===== src/rtl/imem_prefetch_buffer.sv =====
// Instruction prefetch buffer between instruction memory and the fetch stage.
// Sequential halfword addresses are requested over a req/ack handshake, and the
// returned {address, instruction} pairs are queued in a small FIFO. The head entry
// is presented when its address matches the datapath PC. Any PC that differs from
// the address the buffer expects flushes the queue and restarts prefetch there.
// A response that is still in flight when the flush happens is drained and dropped.
//
// state | meaning
// IDLE  | no request outstanding; issue the next one if the FIFO has room
// WAIT  | request outstanding; its response will be queued
// DROP  | request outstanding; its response is stale and will be discarded

module imem_prefetch_buffer #(
    parameter int          DEPTH    = 4,
    parameter logic [15:0] RESET_PC = 16'h0000
) (
    input  logic        clk,
    input  logic        reset,
    input  logic [15:0] fetch_addr,
    input  logic        fetch_en,
    output logic [15:0] instr,
    output logic        instr_valid,
    output logic        mem_req,
    output logic [15:0] mem_addr,
    input  logic        mem_ack,
    input  logic [15:0] mem_rdata
);

    localparam int PW = $clog2(DEPTH);
    localparam int CW = PW + 1;
    localparam logic [CW-1:0] FULL_COUNT = CW'(DEPTH);

    typedef enum logic [1:0] {
        IDLE = 2'd0,
        WAIT = 2'd1,
        DROP = 2'd2
    } state_t;

    state_t         state_q, state_d;
    logic [15:0]    fifo_addr_q [DEPTH];
    logic [15:0]    fifo_addr_d [DEPTH];
    logic [15:0]    fifo_data_q [DEPTH];
    logic [15:0]    fifo_data_d [DEPTH];
    logic [PW-1:0]  rd_ptr_q, rd_ptr_d;
    logic [PW-1:0]  wr_ptr_q, wr_ptr_d;
    logic [CW-1:0]  count_q, count_d;
    logic [15:0]    pf_addr_q, pf_addr_d;
    logic           mem_req_q, mem_req_d;
    logic [15:0]    mem_addr_q, mem_addr_d;

    logic [15:0]    head_addr;
    logic [15:0]    head_data;
    logic [15:0]    expected_addr;
    logic           not_empty;
    logic           redirect;
    logic           push;
    logic           pop;

    // Head of queue, the address the buffer expects next, and the handshake decisions.
    always_comb begin
        head_addr = fifo_addr_q[rd_ptr_q];
        head_data = fifo_data_q[rd_ptr_q];
        not_empty = (count_q != '0);
        if (not_empty) begin
            expected_addr = head_addr;
        end else if (state_q == WAIT) begin
            expected_addr = mem_addr_q;
        end else begin
            expected_addr = pf_addr_q;
        end
        redirect    = (fetch_addr != expected_addr);
        instr_valid = not_empty && (head_addr == fetch_addr);
        instr       = instr_valid ? head_data : 16'h0000;
        pop         = instr_valid && fetch_en && !redirect;
        push        = (state_q == WAIT) && mem_ack && !redirect;
    end

    // Next-state computation for the queue, prefetch address and request FSM.
    always_comb begin
        state_d     = state_q;
        fifo_addr_d = fifo_addr_q;
        fifo_data_d = fifo_data_q;
        rd_ptr_d    = rd_ptr_q;
        wr_ptr_d    = wr_ptr_q;
        count_d     = count_q;
        pf_addr_d   = pf_addr_q;
        mem_addr_d  = mem_addr_q;

        if (redirect) begin
            // Flush; the outstanding request (if any) can no longer be used.
            count_d   = '0;
            rd_ptr_d  = '0;
            wr_ptr_d  = '0;
            pf_addr_d = fetch_addr;
            case (state_q)
                WAIT:    state_d = mem_ack ? IDLE : DROP;
                DROP:    state_d = mem_ack ? IDLE : DROP;
                default: state_d = IDLE;
            endcase
        end else begin
            if (push) begin
                fifo_addr_d[wr_ptr_q] = mem_addr_q;
                fifo_data_d[wr_ptr_q] = mem_rdata;
                wr_ptr_d              = wr_ptr_q + PW'(1);
            end
            if (pop) begin
                rd_ptr_d = rd_ptr_q + PW'(1);
            end
            case ({push, pop})
                2'b10:   count_d = count_q + CW'(1);
                2'b01:   count_d = count_q - CW'(1);
                default: count_d = count_q;
            endcase

            case (state_q)
                IDLE: begin
                    // Room is judged on the current occupancy so a full queue never overflows.
                    if (count_q < FULL_COUNT) begin
                        mem_addr_d = pf_addr_q;
                        pf_addr_d  = pf_addr_q + 16'd2;
                        state_d    = WAIT;
                    end
                end
                WAIT:    if (mem_ack) state_d = IDLE;
                DROP:    if (mem_ack) state_d = IDLE;
                default: state_d = IDLE;
            endcase
        end

        mem_req_d = (state_d != IDLE);
    end

    // State registers, queue storage and registered memory interface outputs.
    always_ff @(posedge clk or posedge reset) begin
        if (reset) begin
            state_q    <= IDLE;
            rd_ptr_q   <= '0;
            wr_ptr_q   <= '0;
            count_q    <= '0;
            pf_addr_q  <= RESET_PC;
            mem_req_q  <= 1'b0;
            mem_addr_q <= 16'h0000;
            for (int i = 0; i < DEPTH; i++) begin
                fifo_addr_q[i] <= 16'h0000;
                fifo_data_q[i] <= 16'h0000;
            end
        end else begin
            state_q     <= state_d;
            rd_ptr_q    <= rd_ptr_d;
            wr_ptr_q    <= wr_ptr_d;
            count_q     <= count_d;
            pf_addr_q   <= pf_addr_d;
            mem_req_q   <= mem_req_d;
            mem_addr_q  <= mem_addr_d;
            fifo_addr_q <= fifo_addr_d;
            fifo_data_q <= fifo_data_d;
        end
    end

    assign mem_req  = mem_req_q;
    assign mem_addr = mem_addr_q;

endmodule


===== config.mk =====
export PLATFORM = sky130hd
export DESIGN_NAME = imem_prefetch_buffer
export DESIGN_NICKNAME = d
export VERILOG_FILES = /design/src/rtl/imem_prefetch_buffer.sv
export SDC_FILE = /design/constraint.sdc
export NUM_CORES = 1
export LEC_CHECK = 0
export CORE_ASPECT_RATIO = 1.2
export CORE_MARGIN = 3
export CORE_UTILIZATION = 60
export DETAILED_ROUTE_END_ITERATION = 8
export DONT_BUFFER_PORTS = 1
export PLACE_DENSITY = 0.76
export SLEW_MARGIN = 10
export SYNTH_ARGS = -nofsm -noshare
export SYNTH_HDL_FRONTEND = slang
export SYNTH_SLANG_ARGS = --single-unit

===== constraint.sdc =====
create_clock -name clk -period 12.3 [get_ports clk]
set_input_delay 3.69 -clock clk [delete_from_list [all_inputs] [get_ports clk]]
set_output_delay 3.69 -clock clk [all_outputs]
set_load 0.03 [all_outputs]

==> results of run 1 <==
critical path, cell delays in order:
cell	delay (ns)
and2_1	0.13
a32oi_1	0.15
nand4_1	0.20
nor4_4	0.28
buf_4	0.33
and3_1	0.41
power by group through the flow:
stage	logic [mW]	registers (mW)	clock network, mW
after floorplan	0.0279	0.576	0
after global placement	0.0341	0.577	0
after detailed placement	0.0351	0.577	0
after CTS	0.0354	0.566	0.541
after global routing	0.0386	0.567	0.565
final	0.0346	0.567	0.530
cell families (layout without fill, tap and decap cells):
group	count (synthesis)	after routing	synth area share, %
AND/OR/NAND/NOR	108	108	7.07
XOR/XNOR	43	43	4.30
buffers and inverters	50	57	3.29
AO/OA/AOI/OAI	41	41	4.09
flip-flops	170	170	48.6
adder cells (fa/ha/maj)	10	10	1.51
multiplexers	219	219	31.2
metal layers:
layer,vias up,track usage (%),routed length (µm)
met1,2805,32.5,7960
met4,0,8.67,459
li1,2356,-,-
met5,-,0,0
met2,148,42.8,10200
met3,23,7.04,1160
flip-flops by register name, summed over array words and instances, names as in the netlist:
register / cells
count_q: 3
mem_addr: 16
pf_addr_q: 16
mem_req: 1
fifo_addr_q: 64
wr_ptr_q: 2
state_q: 2
rd_ptr_q: 2
fifo_data_q: 64
cells in the mapped netlist, types with 3 or more instances:
cell type  number
ha_1            9
inv_1          13
buf_6           6
or2_2           3
and3_1         21
nor3_1         12
mux2i_1        31
nand3_1        10
buf_2           5
nor3_2          3
nand2_1        25
mux2_2        123
a311o_1         4
nor2_1          9
xnor2_1        31
nor2b_1         3
dfrtp_1       170
mux2_1         38
xor2_1         12
nor4_1          3
nand4_1         5
buf_4          13
clkbuf_1       10
nand2b_1        3
a31oi_1         3
a21oi_1         3
o21ai_0         4
mux4_2         27
through the flow:
stage / power (mW) / utilization (%) / hold slack [ns] / instances
after floorplan: 0.603 / - / 0.452 / 641
final: 1.13 / 67.2 / 0.481 / 819
after detailed placement: 0.612 / 63.0 / 0.472 / 787
after global placement: 0.611 / 63.0 / 0.462 / 787
after global routing: 1.17 / 67.2 / 0.497 / 819
after CTS: 1.14 / 67.2 / 0.488 / 819
cell type report:
cell class | instances | area share [%]
Multi-Input combinational cell | 421 | 45.0
Sequential cell | 170 | 45.1
Timing Repair Buffer | 11 | 0.874
Clock buffer | 17 | 4.50
Inverter | 14 | 0.609
Tap cell | 171 | 2.26
Clock inverter | 15 | 1.72
how the worst min path moves through the flow:
stage                                  endpoint  slack (ns)  depth (start not counted)
finish              fifo_data_q[25]$_DFFE_PP0P_        0.48                          1
global route        fifo_addr_q[57]$_DFFE_PP0P_        0.50                          1
CTS                 fifo_data_q[25]$_DFFE_PP0P_        0.49                          1
detailed placement  fifo_data_q[25]$_DFFE_PP0P_        0.47                          1
global placement    fifo_data_q[27]$_DFFE_PP0P_        0.46                          1
floorplan           fifo_addr_q[30]$_DFFE_PP0P_        0.45                          1
==> results.toml, run 1 <==
[critical_path]
crit_path_end_kind = "output port"
r2r_slack_ns = 7.61
r2r_cells = 9
critPathArrivalTime_ns = 5.20
rr_startpoint = "rd_ptr_q[0]$_DFFE_PP0P_"
startpoint_type = "input pin"
criticalPathCategory = "in -> out"
worstReg2RegEnd = "fifo_addr_q[28]$_DFFE_PP0P_"
crit_path_start = "fetch_addr[12]"
path_max_fanout = 19
crit_end = "instr[14]"
required_ns = 8.61

[pwr]
p_seq_share_pct = 50.1
p_leak_nw = 4.37
p_per_area_nw_per_um2 = 120
peakVddDrop_uv = 91.5
internal-power_uw = 862
power_frac_comb_pct = 3.1
clkPwrFrac_pct = 46.9
p_switching_uw = 270
p_sw_share_pct = 23.8

[die]
ios = 70
core_um2 = 14100
start_util_pct = 62.3
num_rows = 47
die_w_um = 116
die-area_um2 = 16100
dieHeight_um = 138

[sta]
fin_ws_ns = 3.41
worst_slew_pin_slew_ns = 1.02
finalHoldViolCount = 0
setup_viol = 0
slew_headroom_pct = 32.0
min_period_over_period_pct = 72.3
drv_slew = 0
period_needed_ns = 8.89
fin_skew_ns = 0.0161
fmax_ghz = 0.112
tns_ns = 0
rsz0062_at_grt = "false"

[worst_hold_path]
worst_hold_path_type = "reg -> reg"
hp-start = "fifo_data_q[25]$_DFFE_PP0P_"

[global_route]
grt_usage_pct = 25.8
overflow = 0
grt_max_degree = 104
grt_pass1_vias = 5869
grt_antenna_before_repair = 0
grt_pass1_wl_um = 31800

[yosys]
yosysWarnings = 0
syn_inst = 641
synth_nets = 687
ys_seq_elements = 170
seq_area_frac_synth_pct = 48.6
ys.flop_type = "dfrtp_1"
netlist_area_um2 = 8760
synth.avg_cell_area_um2 = 13.7
synth_cell_types = 58
synth_top_area_share_pct = 48.6
synth_edf_count = 0
yosys.area.top_type = "dfrtp_1"
ys_top_cells_by_area = "dfrtp_1 (49%), mux2_2 (16%), mux4_2 (6.9%)"
synth_async_sr_flop_share_pct = 100

[drt]
drc = 0
wl_per_cell_um = 24.1
vias = 5332
wirelength_um = 19800
via_per_inst = 6.51
drt-initial-drc-count = 365
postRouteAntennaNets = 0
dr.pass1.iters = 5

[cells_and_area]
final_cell_mix = "dfrtp_1 (168), mux2_2 (123), mux2_1 (38)"
multiInputGateArea_um2 = 4250
nets = 681
final_cell_area_um2 = 9450
antenna_cells = 0
area_growth_pct = 7.84
seqCellArea_um2 = 4260
nFillCells = 1023
final_common_cell = "dfrtp_1"
drive_gt1_share_pct = 32.9

[job]
drv_cap = 0

[cts]
cts_setup_buffers = 0
clock_latency_ns = 0.43
cts_buffers = 17
cts_max_level = 4
cts.sinks = 170
holdBufCountCts = 0
cts_tree = "done"
cts_root_buffer = "clkbuf_16"
clk_pin_slew_ns = 0.06
cts_resized = 0
clk_path_buf_depth = 2

[place]
pre_cts_slack_ns = 3.42
gp_congestion = 0.882
hpwlAfterDp_um = 13000
postPlaceCellArea_um2 = 8860
port_buffers = 0

[run_status]
status = "finished, final reports clean"
Power figures use the tool's default switching activity.
==> run 2: changes to the inputs <==
clock period = 8.81 ns   (was 12.3 ns; I/O delays follow)
==> run 2 against run 1 <==
- worst hold slack better by 0.0022 ns
- sequential share of layout area down 0.071 points
- routed wire length about the same
- final cell count unchanged
- global-route usage increased by 0.42 points
- combinational power grew 42%
- clock power is 43% higher
- setup slack lost 1.9 ns
- sequential power rose by 40%
- die area unchanged
- critical path type unchanged
- critical endpoint is now instr[6]
==> results.toml, run 2 (synthesized netlist as in run 1, its figures left out) <==
[run_status]
status = "finished, final reports clean"

[cts]
holdBufCountCts = 0
clk_path_buf_depth = 2
cts_buffers = 17
cts_resized = 0
clock_latency_ns = 0.43
clk_pin_slew_ns = 0.07
cts_root_buffer = "clkbuf_16"
cts_max_level = 4
cts_tree = "done"
cts.sinks = 170
cts_setup_buffers = 0

[critical_path]
criticalPathCategory = "in -> out"
crit_path_start = "fetch_addr[12]"
startpoint_type = "input pin"
critPathArrivalTime_ns = 4.65
required_ns = 6.17
path_max_fanout = 18
crit_path_end_kind = "output port"
rr_startpoint = "rd_ptr_q[1]$_DFFE_PP0P_"

[job]
drv_cap = 0

[worst_hold_path]
worst_hold_path_type = "reg -> reg"
hp-start = "fifo_data_q[25]$_DFFE_PP0P_"

[die]
core_um2 = 14100
die-area_um2 = 16100
dieHeight_um = 138
start_util_pct = 62.3
die_w_um = 116
num_rows = 47
ios = 70

[global_route]
met2_usage_pct = 43.1
grt_pass1_wl_um = 32200
grt_pass1_vias = 5846
grt_antenna_before_repair = 0
use_met3_pct = 8.35
top_usage_layer = "met2"
grt_max_degree = 104
grt_usage_pct = 26.2
overflow = 0
grt_util_met1_pct = 32.2

[drt]
drt-initial-drc-count = 324
via_per_inst = 6.49
drc = 0
dr.pass1.iters = 6
postRouteAntennaNets = 0
wl_per_cell_um = 24.2
vias = 5315
wirelength_um = 19800

[pwr]
p_per_area_nw_per_um2 = 169
total_power_mw = 1.60
p_leak_nw = 4.38
peakVddDrop_uv = 134

[sta]
fin_skew_ns = 0.00853
fin_ws_ns = 1.52
period_needed_ns = 7.29
fmax_ghz = 0.137
finalHoldViolCount = 0
drv_slew = 0
slew_headroom_pct = 23.1
worst_slew_pin_slew_ns = 1.15
tns_ns = 0
setup_viol = 0
min_period_over_period_pct = 82.8
timing.hold.ws_ns = 0.483
rsz0062_at_grt = "false"

[place]
port_buffers = 0
place_inst = 787
pre_cts_slack_ns = 1.49
hpwlAfterDp_um = 13200
postPlaceCellArea_um2 = 8860
gp_congestion = 0.883

[cells_and_area]
final_cell_area_um2 = 9460
final_common_cell = "dfrtp_1"
area_growth_pct = 8.01
nets = 681
drive_gt1_share_pct = 32.9
fin_cells = 819
final_util_pct = 67.3
top_regs = "fifo_addr_q: 64 flops, fifo_data_q: 64 flops"
final_cell_mix = "dfrtp_1 (168), mux2_2 (123), mux2_1 (38)"
antenna_cells = 0
[run 2: cell types whose count changed in the layout (fill, tap and decap cells not counted), sizes merged]
cell	before	now
clkinv	5	4
clkinvlp	4	2
inv	19	22
[run 2: path summary, 6_finish.rpt]
path | end | slack [ns] | depth (start not counted)
worst max-delay path | instr[6] | 1.52 | 5
worst min register to register | fifo_data_q[25]$_DFFE_PP0P_ | 0.48 | 1
worst max register to register | count_q[1]$_DFFE_PP0P_ | 3.63 | 11
worst min-delay path | fifo_data_q[25]$_DFFE_PP0P_ | 0.48 | 1
max in group asynchronous | fifo_addr_q[53]$_DFFE_PP0P_ | 5.18 | 2
min in group asynchronous | fifo_data_q[4]$_DFFE_PP0P_ | 2.25 | 1
[run 2: routing by layer]
layer	wire, µm	share of wire (%)
met1	7680	39
met2	10100	51
met3	1480	7.5
met4	570	2.9
met5	0	0
[run 2: final cells by class]
type / instances / area (µm²)
multi-input combinational: 421 / 4250
timing repair buffer: 11 / 82.6
sequential: 170 / 4260
tap: 171 / 214
clock buffer: 17 / 425
clock inverter: 15 / 178
inverter: 14 / 57.6
fill: 994 / 4590
[run 2: critical path, stage by stage]
cell	delay [ns]
and2_1	0.13
a32oi_1	0.14
nand4_1	0.20
nor4_4	1.02
and3_1	0.50
[run 2: power breakdown]
| part | switching [mW] | internal, mW |
|---|---|---|
| sequential | 0.00674 | 0.784 |
| combinational | 0.0312 | 0.0180 |
| clock | 0.352 | 0.407 |
